==> src/rtl/output_devices_pkg.sv <==
// output_devices_pkg: shared defaults, entry layout and drain-state encodings.
package output_devices_pkg;
  localparam int DEF_DEPTH = 4;
  localparam int DEF_NUM_SHADOW = 8;
  localparam int ENTRY_W = 40;
  typedef struct packed {
    logic [7:0]  address;
    logic [31:0] value;
  } entry_t;
  typedef enum logic [1:0] {EMPTY = 2'd0, ACTIVE = 2'd1, FULL = 2'd2} state_t;
endpackage

==> src/rtl/output_fifo.sv <==
// output_fifo: generic synchronous FIFO with registered count, full and empty.
module output_fifo #(
  parameter int W = 40,
  parameter int DEPTH = 4,
  localparam int AW = $clog2(DEPTH)
) (
  input  logic         clk,
  input  logic         reset,
  input  logic         push,
  input  logic         pop,
  input  logic [W-1:0] din,
  output logic [W-1:0] dout,
  output logic [AW:0]  count,
  output logic         full,
  output logic         empty
);
  logic [W-1:0] mem [DEPTH];
  logic [AW-1:0] wr_ptr, rd_ptr;
  logic do_push, do_pop;
  assign full = count == (AW+1)'(DEPTH);
  assign empty = count == '0;
  assign do_push = push && !full;
  assign do_pop = pop && !empty;
  assign dout = mem[rd_ptr];
  always_ff @(posedge clk)
    if (do_push) mem[wr_ptr] <= din;
  // pointers wrap naturally since DEPTH is a power of two
  always_ff @(posedge clk)
    if (reset) begin
      wr_ptr <= '0;
      rd_ptr <= '0;
      count <= '0;
    end else begin
      if (do_push) wr_ptr <= wr_ptr + 1'b1;
      if (do_pop) rd_ptr <= rd_ptr + 1'b1;
      count <= count + (AW+1)'(do_push) - (AW+1)'(do_pop);
    end
endmodule

==> src/rtl/output_devices.sv <==
// output_devices: buffers stage-3 output writes, drains them to the device bus, keeps shadows.
module output_devices
  import output_devices_pkg::*;
#(
  parameter int DEPTH = DEF_DEPTH,
  parameter int NUM_SHADOW = DEF_NUM_SHADOW,
  localparam int CW = $clog2(DEPTH) + 1,
  localparam int SW = $clog2(NUM_SHADOW)
) (
  input  logic          clk,
  input  logic          reset,
  input  logic          output_is_write,
  input  logic [7:0]    output_address,
  input  logic [31:0]   output_value,
  output logic          output_full,
  output logic          dev_valid,
  output logic [7:0]    dev_address,
  output logic [31:0]   dev_value,
  input  logic          dev_ready,
  input  logic [7:0]    shadow_address,
  output logic [31:0]   shadow_value,
  output logic [CW-1:0] pending_count,
  output logic [7:0]    dropped_count
);
  localparam logic [7:0] NS = 8'(NUM_SHADOW);
  logic [31:0] shadow [NUM_SHADOW];
  logic fifo_full, fifo_empty, push, pop;
  entry_t head;
  state_t state, state_next;
  assign push = output_is_write && !fifo_full;
  assign pop = dev_ready && !fifo_empty;
  output_fifo #(.W(ENTRY_W), .DEPTH(DEPTH)) u_fifo (
    .clk(clk),
    .reset(reset),
    .push(push),
    .pop(pop),
    .din({output_address, output_value}),
    .dout(head),
    .count(pending_count),
    .full(fifo_full),
    .empty(fifo_empty)
  );
  always_ff @(posedge clk)
    if (reset) state <= EMPTY;
    else state <= state_next;
  always_comb begin
    state_next = state == EMPTY ? (push ? ACTIVE : EMPTY) :
                 state == FULL ? (pop ? ACTIVE : FULL) :
                 (push && !pop && pending_count == CW'(DEPTH-1)) ? FULL :
                 (pop && !push && pending_count == CW'(1)) ? EMPTY : ACTIVE;
  end
  // head is masked so the bus reads zero whenever nothing is buffered
  always_comb begin
    output_full = state == FULL;
    dev_valid = state != EMPTY;
    dev_address = dev_valid ? head.address : '0;
    dev_value = dev_valid ? head.value : '0;
  end
  always_ff @(posedge clk)
    if (reset) for (int i = 0; i < NUM_SHADOW; i++) shadow[i] <= '0;
    else if (push && output_address < NS) shadow[output_address[SW-1:0]] <= output_value;
  assign shadow_value = shadow_address < NS ? shadow[shadow_address[SW-1:0]] : '0;
  always_ff @(posedge clk)
    if (reset) dropped_count <= '0;
    else if (output_is_write && output_full && dropped_count != 8'hff) dropped_count <= dropped_count + 1'b1;
endmodule

==> config.mk <==
export PLATFORM = sky130hd
export DESIGN_NAME = output_devices
export DESIGN_NICKNAME = d
export VERILOG_FILES = /design/src/rtl/output_devices_pkg.sv /design/src/rtl/output_fifo.sv /design/src/rtl/output_devices.sv
export SDC_FILE = /design/constraint.sdc
export NUM_CORES = 1
export LEC_CHECK = 0
export CAP_MARGIN = 20
export CORE_MARGIN = 8
export CORE_UTILIZATION = 50
export DETAILED_ROUTE_END_ITERATION = 10
export MAX_ROUTING_LAYER = met4
export PLACE_DENSITY = 0.7
export SLEW_MARGIN = 0
export SYNTH_ARGS = -nofsm -noshare
export SYNTH_HDL_FRONTEND = slang
export SYNTH_HIERARCHICAL = 1
export SYNTH_SLANG_ARGS = --single-unit
==> constraint.sdc <==
create_clock -name clk -period 6.5 [get_ports clk]
set_input_delay 0.65 -clock clk [delete_from_list [all_inputs] [get_ports clk]]
set_output_delay 0.65 -clock clk [all_outputs]
set_load 0.02 [all_outputs]
==> results.py, run 1 <==
metrics = {
    "die": {
        "die_y_um": 207.0,
        "rows": 70,
        "die_width_um": 207.0,
        "ios": 137,
        "start_util_pct": 50.32,
        "die-area_um2": 42860,
        "core_um2": 36260,
    },
    "yosys": {
        "synth_cell_type_count": 41,
        "synth_top_cell_by_area": "edfxtp_1",
        "synth-edff-count": 416,
        "synth.most_common_cell": "edfxtp_1",
        "synth-seq-area-share_pct": 70.55,
        "synth_flop_cell": "edfxtp_1",
        "yosysWarningCount": 6,
        "post_synth.cell_area_avg_um2": 15.44,
        "syn_inst": 1182,
        "post-synth-top-area-fraction_pct": 68.47,
        "async_reset_ff_share_pct": 0,
        "synth-seq-cells": 435,
        "netlist_top_cells_area": "edfxtp_1 (68%), mux4_2 (13%), nor2_1 (5.6%)",
        "synthesis.nets": 1242,
        "synthTopCellsByCount": "edfxtp_1 (416), nor2_1 (273), mux4_2 (104)",
        "synth_area_um2": 18240,
    },
    "timing": {
        "grt_setup_unrepaired": "no",
        "slew_headroom_pct": 26.25,
        "fin_crit_ns": 3.982,
        "fin_setup_tns_ns": 0,
        "tightest_slew_ns": 1.106,
        "fin_ws_ns": 2.518,
        "finClkSkew_ns": 0.01902,
        "drv_slew": 0,
        "setup_viol": 0,
        "finalCritPeriodShare_pct": 61.26,
        "final_hold_viol_count": 0,
        "fmax_mhz": 251.1,
    },
    "global_routing": {
        "grt_pass1_vias": 10930,
        "antenna_found_initial": 0,
        "grt_start_max_net_pins": 67,
        "groute.usage.overall_pct": 20.18,
        "grt.overflow.total": 0,
        "grt_pass1_wl_um": 65150,
    },
    "power_and_ir_drop": {
        "cellPowerDensity_nw_per_um2": 309.7,
        "p_leak_uw": 0.007215,
        "peakVddDrop_uv": 216.4,
        "power.total_uw": 6661,
    },
    "layout": {
        "area_delta_synth_final_pct": 17.90,
        "final_nets": 1380,
        "num-fill-cells": 2779,
        "antenna_cells": 0,
        "drive_gt1_share_pct": 15.99,
    },
    "clock_tree": {
        "cts_made_buffers": 45,
        "cts_tree": "yes",
        "cts-root-buf": "clkbuf_16",
        "ctsLongestPathBuffers": 3,
        "worstSkewPairLatency_ns": 0.54,
        "htreeDepth": 2,
        "cts.sinks": 435,
        "hold_buffers": 0,
        "post_cts_resized": 0,
        "clk_pin_slew_ns": 0.06,
        "cts_setup_buffers": 0,
    },
    "route": {
        "drt_iter0_drc": 883,
        "wl_per_cell_um": 23.11,
        "first_pass_iters": 5,
        "drc": 0,
        "routed_via_density": 5.755,
        "routed_wl_um": 42040,
        "num_vias": 10470,
        "ant_nets": 0,
    },
    "status": {
        "outcome": "completed",
    },
    "placed_design": {
        "hpwl_um": 24760,
        "routabilityCongestion": 0.7826,
        "numPortBuffers": 136,
        "pre_cts_ws_ns": 2.220,
    },
    "flow_run": {
        "cap_violations": 0,
    },
    "critical_path": {
        "reg2reg_depth": 6,
        "worst-setup-path-type": "in -> out",
        "arrival_ns": 3.33,
        "path_delay_family": "buffers and inverters",
        "end_kind": "output pin",
        "critPathSlowestCell": "buf_2",
        "crit_chain": "buf_2 -> buf_4 -> mux4_2 -> inv_1 -> o22ai_1 -> clkdlybuf4s50_1",
        "cp_max_fo": 39,
        "startpoint_type": "input port",
        "crit_buf_inv": 4,
        "critical_path_required_ns": 5.85,
        "cp.depth": 6,
        "slowest_delay_ns": 0.82,
    },
    "worst_hold_path": {
        "min_path_cells": 2,
        "hp-class": "reg -> reg",
    },
}
worst min-delay path: cells and delay by family, from the launching register on:
family             cells  cell delay [ns]
DFF                    1             0.31
AOI/OAI and AO/OA      2             0.13
path summary, 6_finish.rpt:
path	start	endpoint	slack, ns
setup / recovery	shadow_address[1]	shadow_value[29]	2.52
hold / removal	u_fifo/rd_ptr[1]$_SDFFE_PP0P_	flip-flop	0.49
setup reg to reg	u_fifo/count[1]$_SDFF_PP0_	shadow[7][22]$_SDFFCE_PN0P_	3.40
hold reg to reg	u_fifo/rd_ptr[1]$_SDFFE_PP0P_	flip-flop	0.49
placed cells by master (no fill, tap or decap), types with 3 or more instances in the layout:
| master | netlist | final |
|---|---|---|
| ha_1 | 7 | 7 |
| nor2_1 | 273 | 272 |
| clkdlybuf4s50_1 | 0 | 133 |
| edfxtp_1 | 416 | 416 |
| o21bai_4 | 0 | 8 |
| clkinv_1 | 1 | 7 |
| nand2b_1 | 3 | 3 |
| nor3_1 | 4 | 4 |
| or3_1 | 3 | 3 |
| a211oi_1 | 6 | 6 |
| nor2b_1 | 44 | 44 |
| o22ai_1 | 33 | 33 |
| xnor2_1 | 5 | 5 |
| inv_1 | 76 | 76 |
| dfxtp_1 | 19 | 17 |
| buf_4 | 0 | 27 |
| clkbuf_1 | 35 | 13 |
| mux4_2 | 104 | 104 |
| and2_2 | 0 | 4 |
| clkinv_2 | 0 | 7 |
| nand3b_1 | 3 | 3 |
| clkbuf_16 | 0 | 47 |
| nand2_1 | 73 | 72 |
where the power goes:
part           total, uW  internal (uW)  switching (uW)
clock               2410           1400            1010
sequential          3380           3270             111
combinational        876            426             451
total               6660           5090            1570
state kept, by name (all words and copies together) (netlist names), named ones only:
register       count
shadow           256
u_fifo/mem       160
dropped_count      8
u_fifo/count       3
state              2
u_fifo/rd_ptr      2
u_fifo/wr_ptr      2
cells by family after synthesis:
kind of cell	share of synthesized area, %
muxes	12.95
adders and majority gates	0.5898
buffers and inverters	3.696
xor gates and xnor gates	0.3360
AOI/OAI and AO/OA	2.009
DFF	70.55
and+or+nand+nor	9.868
routing by layer:
metal | track usage, % | part of all wire, % | vias up
met4 | 4.609 | 1.6 | 0
li1 | - | - | 4598
met2 | 32.25 | 48 | 448
met3 | 2.914 | 7.3 | 60
met1 | 27.47 | 43 | 5362
met5 | - | 0 | -
layout make-up:
class	instances	area, um2	share of cell area (%)
sequential	435	12880	59.87
multi-input combinational	597	4808	22.35
timing repair buffer	164	1583	7.358
clock buffer	60	1225	5.694
tap	468	585.6	2.722
inverter	77	289.0	1.344
clock inverter	18	142.6	0.6631
per-stage QoR:
stage,utilization [%],hold slack (ns),cell area (um2),cells
global placement,55.45,0.4770,20100,1739
floorplan,-,0.4591,18250,1182
global route,59.32,0.5286,21510,1819
CTS,59.29,0.4943,21500,1818
finish,59.32,0.4884,21510,1819
detailed placement,55.52,0.4872,20130,1740
Power figures use the tool's default switching activity.
==> inputs of run 2 (changes only) <==
- clock period: 6.5 -> 3.7 ns (I/O delays scaled with it)
==> results.py, run 2 (same netlist as run 1, synthesis figures left out) <==
metrics = {
    "route": {
        "routed_wl_um": 41050,
        "ant_nets": 0,
        "wl_per_cell_um": 22.50,
        "routed_via_density": 5.616,
        "drt_iter0_drc": 915,
        "first_pass_iters": 5,
        "num_vias": 10250,
        "drc": 0,
    },
    "die": {
        "die_y_um": 207.0,
        "die-area_um2": 42860,
        "ios": 137,
        "core_um2": 36260,
        "die_width_um": 207.0,
        "rows": 70,
        "start_util_pct": 50.32,
    },
    "global_routing": {
        "grt.overflow.total": 0,
        "grt_pass1_vias": 10550,
        "antenna_found_initial": 0,
        "groute.usage.overall_pct": 19.52,
        "grt_pass1_wl_um": 62970,
        "grt_start_max_net_pins": 65,
    },
    "clock_tree": {
        "cts.sinks": 435,
        "post_cts_resized": 0,
        "cts_setup_buffers": 0,
        "cts_tree": "yes",
        "worstSkewPairLatency_ns": 0.54,
        "ctsLongestPathBuffers": 3,
        "cts-root-buf": "clkbuf_16",
        "cts_made_buffers": 43,
        "hold_buffers": 0,
        "htreeDepth": 2,
        "clk_pin_slew_ns": 0.06,
    },
    "status": {
        "outcome": "completed",
    },
    "critical_path": {
        "arrival_ns": 2.80,
        "critical_path_required_ns": 3.33,
        "cp_max_fo": 27,
        "reg2reg_depth": 13,
        "worst-setup-path-type": "reg -> out",
        "end_kind": "output pin",
        "startpoint_type": "flip-flop",
    },
    "power_and_ir_drop": {
        "peakVddDrop_uv": 457.8,
        "power.total_uw": 11890,
        "cellPowerDensity_nw_per_um2": 546.6,
        "p_leak_uw": 0.007308,
    },
    "worst_hold_path": {
        "min_path_cells": 1,
        "hp-class": "in -> reg",
    },
    "timing": {
        "fmax_mhz": 315.3,
        "fin_hold_ws_ns": 0.4882,
        "drv_slew": 0,
        "finalCritPeriodShare_pct": 85.72,
        "slew_headroom_pct": 34.75,
        "tightest_slew_ns": 0.9727,
        "fin_setup_tns_ns": 0,
        "fin_crit_ns": 3.172,
        "setup_viol": 0,
        "finClkSkew_ns": 0.01314,
        "final_hold_viol_count": 0,
        "fin_ws_ns": 0.5282,
        "grt_setup_unrepaired": "no",
    },
    "layout": {
        "fin_util_pct": 60.00,
        "drive_gt1_share_pct": 16.74,
        "largest-register": "shadow",
        "largest_register_ffs": 256,
        "reg_top3": "shadow x256, u_fifo/mem x160, dropped_count x8",
        "layout_common_cells": "edfxtp_1 (416), nor2_1 (272), clkdlybuf4s50_1 (133)",
        "final_common_cell": "edfxtp_1",
        "area_delta_synth_final_pct": 19.25,
        "final_nets": 1385,
        "num-fill-cells": 2750,
    },
    "placed_design": {
        "hpwl_um": 25960,
        "routabilityCongestion": 0.7833,
        "pre_cts_ws_ns": 0.5096,
        "numPortBuffers": 136,
    },
    "flow_run": {
        "cap_violations": 0,
    },
}
## run 2: cell count changes in the layout (fill, tap and decap cells not counted)
| cell | before | now |
|---|---|---|
| bufinv_16 | 2 | 5 |
| buf_12 | 0 | 14 |
| clkbuf_16 | 47 | 43 |
| clkinv_1 | 7 | 4 |
| clkbuf_8 | 0 | 4 |
| inv_6 | 2 | 3 |
| buf_16 | 1 | 0 |
| clkinvlp_4 | 1 | 3 |
| diode_2 | 0 | 1 |
| clkbuf_1 | 13 | 10 |
| clkinv_4 | 0 | 1 |
| buf_6 | 1 | 0 |
| clkinv_2 | 7 | 4 |
| buf_4 | 27 | 22 |
## run 2: metrics by stage
| step | area [um2] | cells |
|---|---|---|
| finish | 21760 | 1825 |
| global route | 21750 | 1824 |
| CTS | 21750 | 1824 |
| global placement | 20350 | 1748 |
| floorplan | 18250 | 1182 |
| detailed placement | 20350 | 1748 |
## run 2: where the power goes
| part | internal, uW | switching [uW] |
|---|---|---|
| clock network | 2580 | 1780 |
| logic | 799 | 834 |
| registers | 5730 | 167 |
## run 2: layout make-up
cell class                 instances  area [um2]  area share, %
antenna                            1       2.502        0.01150
clock buffer                      57        1169          5.371
clock inverter                    19       239.0          1.098
inverter                          77       289.0          1.328
multi-input combinational        597        4808          22.10
sequential                       435       12880          59.19
tap                              468       585.6          2.691
timing repair buffer             171        1787          8.212
## run 2: worst max-delay path, cell delays in order (launching register included)
cell and delay, ns:
dfxtp_4 0.72, buf_12 0.25, mux4_2 0.50, nor2b_1 0.14
clkdlybuf4s50_1 0.63
## run 2: routing by layer
layer	global-route usage (%)	vias to the layer above	routed length (um)
li1	-	4626	-
met5	-	-	0
met2	31.15	372	20090
met4	5.028	0	859
met1	25.83	5194	17280
met3	3.623	58	2830
## run 2: final timing paths
| path | start | slack (ns) | to |
|---|---|---|---|
| max | flip-flop | 0.53 | dev_value[30] |
| min | output_address[7] | 0.49 | u_fifo/mem[2][39]$_DFFE_PP_ |
| max reg2reg | u_fifo/count[1]$_SDFF_PP0_ | 0.77 | u_fifo/count[2]$_SDFF_PP0_ |
| min reg2reg | u_fifo/wr_ptr[1]$_SDFFE_PP0P_ | 0.52 | u_fifo/wr_ptr[1]$_SDFFE_PP0P_ |
==> inputs of run 3 (changes only) <==
- clock period: 3.7 -> 3.6 ns (I/O delays scaled with it)
==> results.py, run 3 (same netlist as run 1, synthesis figures left out) <==
metrics = {
    "status": {
        "outcome": "completed",
    },
    "die": {
        "die-area_um2": 42860,
        "core_um2": 36260,
        "ios": 137,
        "die_y_um": 207.0,
        "start_util_pct": 50.32,
        "die_width_um": 207.0,
        "rows": 70,
    },
    "global_routing": {
        "grt_start_max_net_pins": 65,
        "groute.usage.overall_pct": 19.84,
        "grt_pass1_wl_um": 63730,
        "grt.overflow.total": 0,
        "grt_pass1_vias": 10640,
        "antenna_found_initial": 2,
    },
    "timing": {
        "fin_setup_tns_ns": 0,
        "setup_viol": 0,
        "fmax_mhz": 315.5,
        "tightest_slew_ns": 0.7811,
        "final_hold_viol_count": 0,
        "drv_slew": 0,
        "fin_crit_ns": 3.170,
        "finClkSkew_ns": 0.01708,
        "grt_setup_unrepaired": "no",
        "fin_ws_ns": 0.4304,
        "finalCritPeriodShare_pct": 88.05,
        "slew_headroom_pct": 47.60,
    },
    "clock_tree": {
        "hold_buffers": 0,
        "post_cts_resized": 0,
        "cts_made_buffers": 43,
        "cts_tree": "yes",
        "worstSkewPairLatency_ns": 0.54,
        "cts_setup_buffers": 0,
        "htreeDepth": 2,
        "cts.sinks": 435,
        "cts-root-buf": "clkbuf_16",
        "ctsLongestPathBuffers": 3,
        "clk_pin_slew_ns": 0.06,
    },
    "worst_hold_path": {
        "hp-class": "in -> reg",
    },
    "critical_path": {
        "critical_path_required_ns": 3.24,
        "startpoint_type": "flip-flop",
        "arrival_ns": 2.81,
        "end_kind": "output pin",
        "worst-setup-path-type": "reg -> out",
        "critPathSlowestCell": "dfxtp_4",
        "crit_buf_inv": 2,
        "slowest_delay_ns": 0.69,
        "cp_max_fo": 25,
        "crit_chain": "buf_4 -> mux4_2 -> nor2b_1 -> clkdlybuf4s50_1",
        "path_delay_family": "buffers and inverters",
    },
    "placed_design": {
        "dp.cells": 1750,
        "hpwl_um": 25820,
        "numPortBuffers": 136,
        "placed_area_um2": 20350,
        "pre_cts_ws_ns": 0.5158,
        "routabilityCongestion": 0.8033,
    },
    "route": {
        "drt_iter0_drc": 942,
        "wl_per_cell_um": 22.78,
        "routed_wl_um": 41720,
        "num_vias": 10330,
        "ant_nets": 0,
        "drc": 0,
        "routed_via_density": 5.640,
        "first_pass_iters": 5,
    },
    "layout": {
        "instances_no_fill": 1831,
        "final_common_cell": "edfxtp_1",
        "num-fill-cells": 2798,
        "largest_register_ffs": 256,
        "multi_input_area_um2": 4808,
        "area_delta_synth_final_pct": 19.09,
        "final_nets": 1387,
        "final_cell_area_um2": 21730,
        "largest-register": "shadow",
        "layout_common_cells": "edfxtp_1 (416), nor2_1 (272), clkdlybuf4s50_1 (133)",
        "regArea_um2": 12880,
        "drive_gt1_share_pct": 16.46,
        "reg_top3": "shadow x256, u_fifo/mem x160, dropped_count x8",
    },
    "power_and_ir_drop": {
        "power.total_uw": 12110,
        "p_leak_uw": 0.007302,
        "cellPowerDensity_nw_per_um2": 557.2,
        "peakVddDrop_uv": 377.2,
    },
    "flow_run": {
        "cap_violations": 0,
    },
}
==> run 3: cell count changes in the layout (fill, tap and decap cells not counted), sizes merged <==
cell,delta
buf,+2
bufinv,-1
clkbuf,-3
clkinv,+12
clkinvlp,-2
diode,+1
inv,-3
==> run 3: final timing paths <==
| path | from | end | slack (ns) | cells past startpoint |
|---|---|---|---|---|
| min | output_address[7] | u_fifo/mem[3][39]$_DFFE_PP_ | 0.49 | 1 |
| max | flip-flop | dev_value[25] | 0.43 | 4 |
| min reg2reg | u_fifo/rd_ptr[1]$_SDFFE_PP0P_ | flip-flop | 0.49 | 2 |
| max reg2reg | u_fifo/count[1]$_SDFF_PP0_ | u_fifo/count[2]$_SDFF_PP0_ | 0.68 | 13 |
==> run 3: through the flow <==
stage	util [%]	hold WS, ns
2_1_floorplan	-	0.4589
3_3_place_gp	56.12	0.4636
3_5_place_dp	56.12	0.4844
4_1_cts	59.91	0.4830
5_1_grt	59.91	0.4899
6_report	59.92	0.4896
==> run 3: metal layers <==
metal	vias up	global-route usage (%)	routed length, um
li1	4637	-	-
met4	0	5.447	989
met2	378	31.82	20390
met5	-	-	0
met1	5250	25.94	17180
met3	62	3.714	3156
==> run 3: area by class of cell <==
type,count,area share (%)
sequential,435,59.27
multi-input combinational,597,22.13
timing repair buffer,173,8.235
clock buffer,54,5.338
tap,468,2.695
inverter,77,1.330
clock inverter,25,0.9790
antenna,2,0.02303
==> run 3: power by group <==
part / switching, uW / internal [uW] / total, uW / leakage [uW]
clock: 1800 / 2560 / 4370 / 0.000672
combinational: 869 / 816 / 1690 / 0.00237
sequential: 160 / 5890 / 6050 / 0.00426
total: 2830 / 9270 / 12100 / 0.00730
